[src/rtl/stc_pkg.sv]
// Shared constants, detection record and FSM encoding for the STC target detector.
// The optional det_width field is present when STC_DET_WIDTH_EN is defined.
package stc_pkg;

  localparam int unsigned DATA_W      = 12;
  localparam int unsigned RANGE_W     = 12;
  localparam int unsigned RANGE_LIMIT = 4095;
  localparam int unsigned RUN_W       = 4;
  localparam int unsigned RUN_MAX     = 15;

  typedef struct packed {
    logic [RANGE_W-1:0] range;
    logic [DATA_W-1:0]  peak;
`ifdef STC_DET_WIDTH_EN
    logic [RUN_W-1:0]   width;
`endif
  } det_t;

  typedef enum logic [1:0] {
    ST_IDLE  = 2'd0,
    ST_SWEEP = 2'd1,
    ST_DONE  = 2'd2
  } state_t;

endpackage

[src/rtl/stc_det_fifo.sv]
// Synchronous detection FIFO with a registered head; push and pop may coincide,
// a push into a full FIFO without a pop is dropped and flagged on o_drop_c.
module stc_det_fifo
  import stc_pkg::*;
#(
  parameter int unsigned DEPTH = 8
) (
  input  logic clk,
  input  logic rst,
  input  logic i_push,
  input  det_t i_data,
  input  logic i_pop,
  output logic o_valid,
  output det_t o_head,
  output logic o_drop_c
);

  localparam int unsigned AW = (DEPTH > 1) ? $clog2(DEPTH) : 1;
  localparam int unsigned CW = $clog2(DEPTH + 1);

  det_t          r_mem [DEPTH];
  logic [AW-1:0] r_wr_ptr;
  logic [AW-1:0] r_rd_ptr;
  logic [CW-1:0] r_count;
  logic          r_valid;
  det_t          r_head;

  logic          w_full;
  logic          w_empty;
  logic          w_pop;
  logic          w_push;
  logic [AW-1:0] w_rd_nxt;
  logic [CW-1:0] w_after_pop;
  logic [CW-1:0] w_count_nxt;

  // Accept/drop decisions and next occupancy
  always_comb begin
    w_full      = (r_count == CW'(DEPTH));
    w_empty     = (r_count == '0);
    w_pop       = i_pop && !w_empty;
    w_push      = i_push && (!w_full || w_pop);
    w_rd_nxt    = w_pop ? (r_rd_ptr + AW'(1)) : r_rd_ptr;
    w_after_pop = r_count - CW'(w_pop);
    w_count_nxt = w_after_pop + CW'(w_push);
    o_drop_c    = i_push && w_full && !w_pop;
  end

  // Storage array, written only on an accepted push
  always_ff @(posedge clk) begin
    if (w_push) r_mem[r_wr_ptr] <= i_data;
  end

  // Pointers, count and registered head; head holds while the FIFO is empty
  always_ff @(posedge clk or posedge rst) begin
    if (rst) begin
      r_wr_ptr <= '0;
      r_rd_ptr <= '0;
      r_count  <= '0;
      r_valid  <= 1'b0;
      r_head   <= '0;
    end else begin
      if (w_push) r_wr_ptr <= r_wr_ptr + AW'(1);
      r_rd_ptr <= w_rd_nxt;
      r_count  <= w_count_nxt;
      r_valid  <= (w_count_nxt != '0);
      if (w_count_nxt != '0) begin
        r_head <= (w_after_pop == '0) ? i_data : r_mem[w_rd_nxt];
      end
    end
  end

  assign o_valid = r_valid;
  assign o_head  = r_head;

endmodule

[src/rtl/stc_target_detector.sv]
// Per-sweep threshold detector: range counter, threshold latch, run tracker and
// detection FIFO. Define STC_DET_WIDTH_EN to add the det_width output.
module stc_target_detector
  import stc_pkg::*;
#(
  parameter int unsigned MIN_RUN    = 2,
  parameter int unsigned FIFO_DEPTH = 8
) (
  input  logic               clk,
  input  logic               rst,
  input  logic               trig,
  input  logic [DATA_W-1:0]  vid_in,
  input  logic [DATA_W-1:0]  threshold,
  output logic               det_valid,
  input  logic               det_ready,
  output logic [RANGE_W-1:0] det_range,
  output logic [DATA_W-1:0]  det_peak,
  output logic               overflow,
  output logic               sweep_done
`ifdef STC_DET_WIDTH_EN
  ,
  output logic [RUN_W-1:0]   det_width
`endif
);

  state_t             r_state, w_state_nxt;
  logic [RANGE_W-1:0] r_range, w_range_nxt;
  logic [DATA_W-1:0]  r_thr, w_thr_nxt;
  logic               r_open, w_open_nxt;
  logic [RUN_W-1:0]   r_len, w_len_nxt;
  logic [DATA_W-1:0]  r_peak, w_peak_nxt;
  logic [RANGE_W-1:0] r_prange, w_prange_nxt;
  logic               r_push, w_push_nxt;
  det_t               r_push_data, w_push_data;
  logic               r_overflow;
  logic               r_sweep_done;
  logic               w_clr_ovf;
  logic               w_above;
  logic               w_last;
  logic               w_drop;
  det_t               w_head;

  // FSM state register
  always_ff @(posedge clk or posedge rst) begin
    if (rst) r_state <= ST_IDLE;
    else     r_state <= w_state_nxt;
  end

  // Next state, range counter and run tracking
  always_comb begin
    w_state_nxt  = r_state;
    w_range_nxt  = r_range;
    w_thr_nxt    = r_thr;
    w_open_nxt   = r_open;
    w_len_nxt    = r_len;
    w_peak_nxt   = r_peak;
    w_prange_nxt = r_prange;
    w_push_nxt   = 1'b0;
    w_push_data  = r_push_data;
    w_clr_ovf    = 1'b0;
    w_above      = (vid_in >= r_thr);
    w_last       = (r_range == RANGE_W'(RANGE_LIMIT));
    if (trig) begin
      w_state_nxt  = ST_SWEEP;
      w_range_nxt  = '0;
      w_thr_nxt    = threshold;
      w_open_nxt   = 1'b0;
      w_len_nxt    = '0;
      w_clr_ovf    = 1'b1;
    end else if (r_state == ST_SWEEP) begin
      if (w_above) begin
        if (r_open) begin
          if (r_len != RUN_W'(RUN_MAX)) w_len_nxt = r_len + RUN_W'(1);
          if (vid_in > r_peak) begin
            w_peak_nxt   = vid_in;
            w_prange_nxt = r_range;
          end
        end else begin
          w_open_nxt   = 1'b1;
          w_len_nxt    = RUN_W'(1);
          w_peak_nxt   = vid_in;
          w_prange_nxt = r_range;
        end
      end
      // Close on the first sub-threshold sample or at the end of the sweep
      if ((r_open && !w_above) || (w_last && w_open_nxt)) begin
        w_push_nxt        = (w_len_nxt >= RUN_W'(MIN_RUN));
        w_push_data.range = w_prange_nxt;
        w_push_data.peak  = w_peak_nxt;
`ifdef STC_DET_WIDTH_EN
        w_push_data.width = w_len_nxt;
`endif
        w_open_nxt = 1'b0;
        w_len_nxt  = '0;
      end
      if (w_last) w_state_nxt = ST_DONE;
      else        w_range_nxt = r_range + RANGE_W'(1);
    end
  end

  // Datapath registers, sticky overflow and sweep_done
  always_ff @(posedge clk or posedge rst) begin
    if (rst) begin
      r_range      <= '0;
      r_thr        <= '0;
      r_open       <= 1'b0;
      r_len        <= '0;
      r_peak       <= '0;
      r_prange     <= '0;
      r_push       <= 1'b0;
      r_push_data  <= '0;
      r_overflow   <= 1'b0;
      r_sweep_done <= 1'b0;
    end else begin
      r_range      <= w_range_nxt;
      r_thr        <= w_thr_nxt;
      r_open       <= w_open_nxt;
      r_len        <= w_len_nxt;
      r_peak       <= w_peak_nxt;
      r_prange     <= w_prange_nxt;
      r_push       <= w_push_nxt;
      r_push_data  <= w_push_data;
      if (w_drop)         r_overflow <= 1'b1;
      else if (w_clr_ovf) r_overflow <= 1'b0;
      r_sweep_done <= (w_state_nxt == ST_DONE);
    end
  end

  stc_det_fifo #(
    .DEPTH (FIFO_DEPTH)
  ) u_fifo (
    .clk      (clk),
    .rst      (rst),
    .i_push   (r_push),
    .i_data   (r_push_data),
    .i_pop    (det_ready),
    .o_valid  (det_valid),
    .o_head   (w_head),
    .o_drop_c (w_drop)
  );

  assign det_range  = w_head.range;
  assign det_peak   = w_head.peak;
  assign overflow   = r_overflow;
  assign sweep_done = r_sweep_done;
`ifdef STC_DET_WIDTH_EN
  assign det_width  = w_head.width;
`endif

endmodule

[config.mk]
export PLATFORM = sky130hd
export DESIGN_NAME = stc_target_detector
export DESIGN_NICKNAME = d
export VERILOG_FILES = /design/src/rtl/stc_pkg.sv /design/src/rtl/stc_det_fifo.sv /design/src/rtl/stc_target_detector.sv
export SDC_FILE = /design/constraint.sdc
export NUM_CORES = 1
export LEC_CHECK = 0
export ABC_AREA = 1
export ABC_CLOCK_PERIOD_IN_PS = 2980
export CORE_MARGIN = 1
export CORE_UTILIZATION = 45
export CTS_CLUSTER_DIAMETER = 200
export CTS_CLUSTER_SIZE = 20
export DETAILED_ROUTE_END_ITERATION = 6
export PLACE_DENSITY = 0.6
export SYNTH_ARGS = -nofsm -noshare
export SYNTH_HDL_FRONTEND = slang
export SYNTH_HIERARCHICAL = 1
export SYNTH_SLANG_ARGS = --single-unit
[constraint.sdc]
create_clock -name clk -period 2.98 [get_ports clk]
set_input_delay 0.298 -clock clk [delete_from_list [all_inputs] [get_ports clk]]
set_output_delay 0.298 -clock clk [all_outputs]
set_load 0.01 [all_outputs]
==> flow_summary.ini <==
[placed_design]
place_congestion = 0.821
dp_slack_ns = 0.0821
io_buffers = 54
hpwl_um = 22100

[routing]
ant_nets = 0
via_per_inst = 5.20
routed_wl_um = 35700
drtIter0Drc = 897
avgRoutedWirePerCell_um = 17.2
vias = 10800
drcViolationCount = 0
drt_first_pass_iters = 5

[clock_tree]
htreeDepth = 1
cts_tree = done
clock_sinks = 309
hold_buffers = 0
cts_resized = 0
root_buffer = clkbuf_16
clk_pin_slew_ns = 0.09
cts-buffers-inserted = 19
cts_setup_buffers = 0
ctsLongestPathBuffers = 3
clk-insertion-delay-late_ns = 0.51

[synth]
synth_top_area_share_pct = 38.8
synth_area_leaders = edfxtp_1 (39%), dfrtp_1 (20%), nand3_1 (12%)
synth_area_um2 = 14800
ys_warn_count = 6
yosysSeqAreaShare_pct = 58.6
yosysUniqueCellTypes = 46
async_reset_ff_share_pct = 37.9
syn_nets = 1634
synthesis.area_per_instance_um2 = 9.43
synth_edf_count = 192
synth-seq-cells = 309
synth_area_leader_cell = edfxtp_1
synth_cells = 1574
synthFlopType = edfxtp_1

[sta]
finalCritPeriodShare_pct = 92.9
setup_tns_ns = 0
hold_ws_ns = 0.0611
setup_viol = 0
rsz0062_at_grt = false
skew_ns = 0.0230
fin_ws_ns = 0.211
tightest_slew_ns = 0.645
finalHoldViolCount = 0
fmax_mhz = 361
min_period_ns = 2.77
max_slew_margin_pct = 56.9
final_max_slew_viol_count = 0

[global_route]
track_usage_pct = 22.0
grt_pass1_vias = 10300
antenna_found_initial = 0
grt_max_degree = 49
globalRouteOverflowTotal = 0
grt_pass1_wl_um = 57700

[floorplanning]
rows = 66
die_width_um = 184
core_region_area_um2 = 32500
fp.dieH_um = 184
start_util_pct = 45.6
dieArea_um2 = 33700
pin_count = 55

[worst_setup_path]
cp_slowest_cell = dfrtp_1
critPathLaunchType = flip-flop
crit_path_max_incr_delay_ns = 0.42
worstSetupPathType = flip-flop to flip-flop
crit_family = adder cells
arrival_ns = 3.19
crit_path_frequent_cell = ha_1
crit_required_ns = 3.40
cp_cell_sequence = nor2_2 -> nand2_2 -> nand2_4 -> inv_4 -> ha_1 -> ha_1 -> inv_1 -> ha_1 -> nor3_4 -> buf_4 -> a22oi_1 -> a21oi_1
end_kind = flip-flop
cp_max_fo = 23
worstPathBufferInverterCount = 3

[pwr]
powerDensity_nw_per_um2 = 899
worst_ir_drop_vdd_uv = 809
p_leak_nw = 7.49

[cells_and_area]
synthToLayoutAreaGrowth_pct = 10.7
drive_gt1_share_pct = 8.00
fill_cells = 3051
final_common_cell = nand3_1
final_cell_mix = nand3_1 (350), nand2_1 (296), inv_1 (288)
antenna_cells = 0
register_area_um2 = 8690
multi_input_area_um2 = 4590
nNetsFinal = 1674

[run_status]
status = completed

[worst_hold_path]
hold_class = input pin to async pin

[run]
maxCapViolCount = 0
power breakdown:
group	internal, W	total, W	switching (W)
clock	0.00122	0.00263	0.00141
combinational	0.00208	0.00579	0.00371
sequential	0.00553	0.00635	0.000816
total	0.00883	0.0148	0.00594
layout make-up:
cell class                      count  share of cell area [%]
Clock buffer                       32                    3.19
Clock inverter                      1                  0.0990
Inverter                          296                    6.82
Multi-Input combinational cell    895                    28.0
Sequential cell                   309                    52.9
Tap cell                          442                    3.36
Timing Repair Buffer               93                    5.68
sequential cells by signal (all words and copies together) (netlist names), 4 cells and up:
register / flops
u_fifo/o_head: 24
u_fifo/r_count: 4
r_range: 12
u_fifo/r_mem: 192
r_push_data: 24
r_thr: 12
r_peak: 12
r_len: 4
r_prange: 12
stage by stage:
stage	util, %	instance area [µm²]	total power (W)	cells
after global routing	50.5	16400	0.0158	2068
final	50.5	16400	0.0148	2068
after floorplan	-	14800	0.0102	1574
after CTS	50.5	16400	0.0149	2068
after detailed placement	48.9	15900	0.0122	2035
after global placement	48.9	15900	0.0121	2035
synthesized netlist by cell type, drive strengths merged (2+ instances only):
cell type / count
ha: 32
o22ai: 2
dfrtp: 117
inv: 295
xor2: 4
nand2: 330
nand4: 9
a21o: 2
clkbuf: 11
nor3: 4
nand3: 354
buf: 63
edfxtp: 192
or2: 3
a21oi: 36
o21ai: 32
nor2: 58
a22oi: 23
logic make-up after synthesis:
| logic type | share of synthesized area [%] |
|---|---|
| compound gates | 3.86 |
| xor+xnor | 0.346 |
| fa+ha+maj | 2.70 |
| buf+inv | 10.8 |
| flops | 58.6 |
| simple gates | 23.8 |
routing by layer:
layer | vias up | share of wire [%] | GRT usage, %
met5 | - | 0 | 0
met4 | 0 | 1.4 | 4.57
met3 | 41 | 5.0 | 2.30
met2 | 299 | 48 | 36.4
met1 | 5210 | 46 | 31.3
li1 | 5201 | - | -
final timing paths:
path / startpoint / to / slack [ns] / cells past startpoint
min reg2reg: r_thr[0] / r_thr[0] / 0.48 / 2
min: rst / r_prange[11] / 0.06 / 2
min in group clk: threshold[0] / r_thr[0] / 0.33 / 3
max: u_fifo/r_count[1] / u_fifo/o_head[1] / 0.21 / 12
max in group asynchronous: rst / r_thr[5] / 2.17 / 3
max reg2reg: u_fifo/r_count[1] / u_fifo/o_head[1] / 0.21 / 12
No activity file was read; power rests on OpenSTA's default activity.
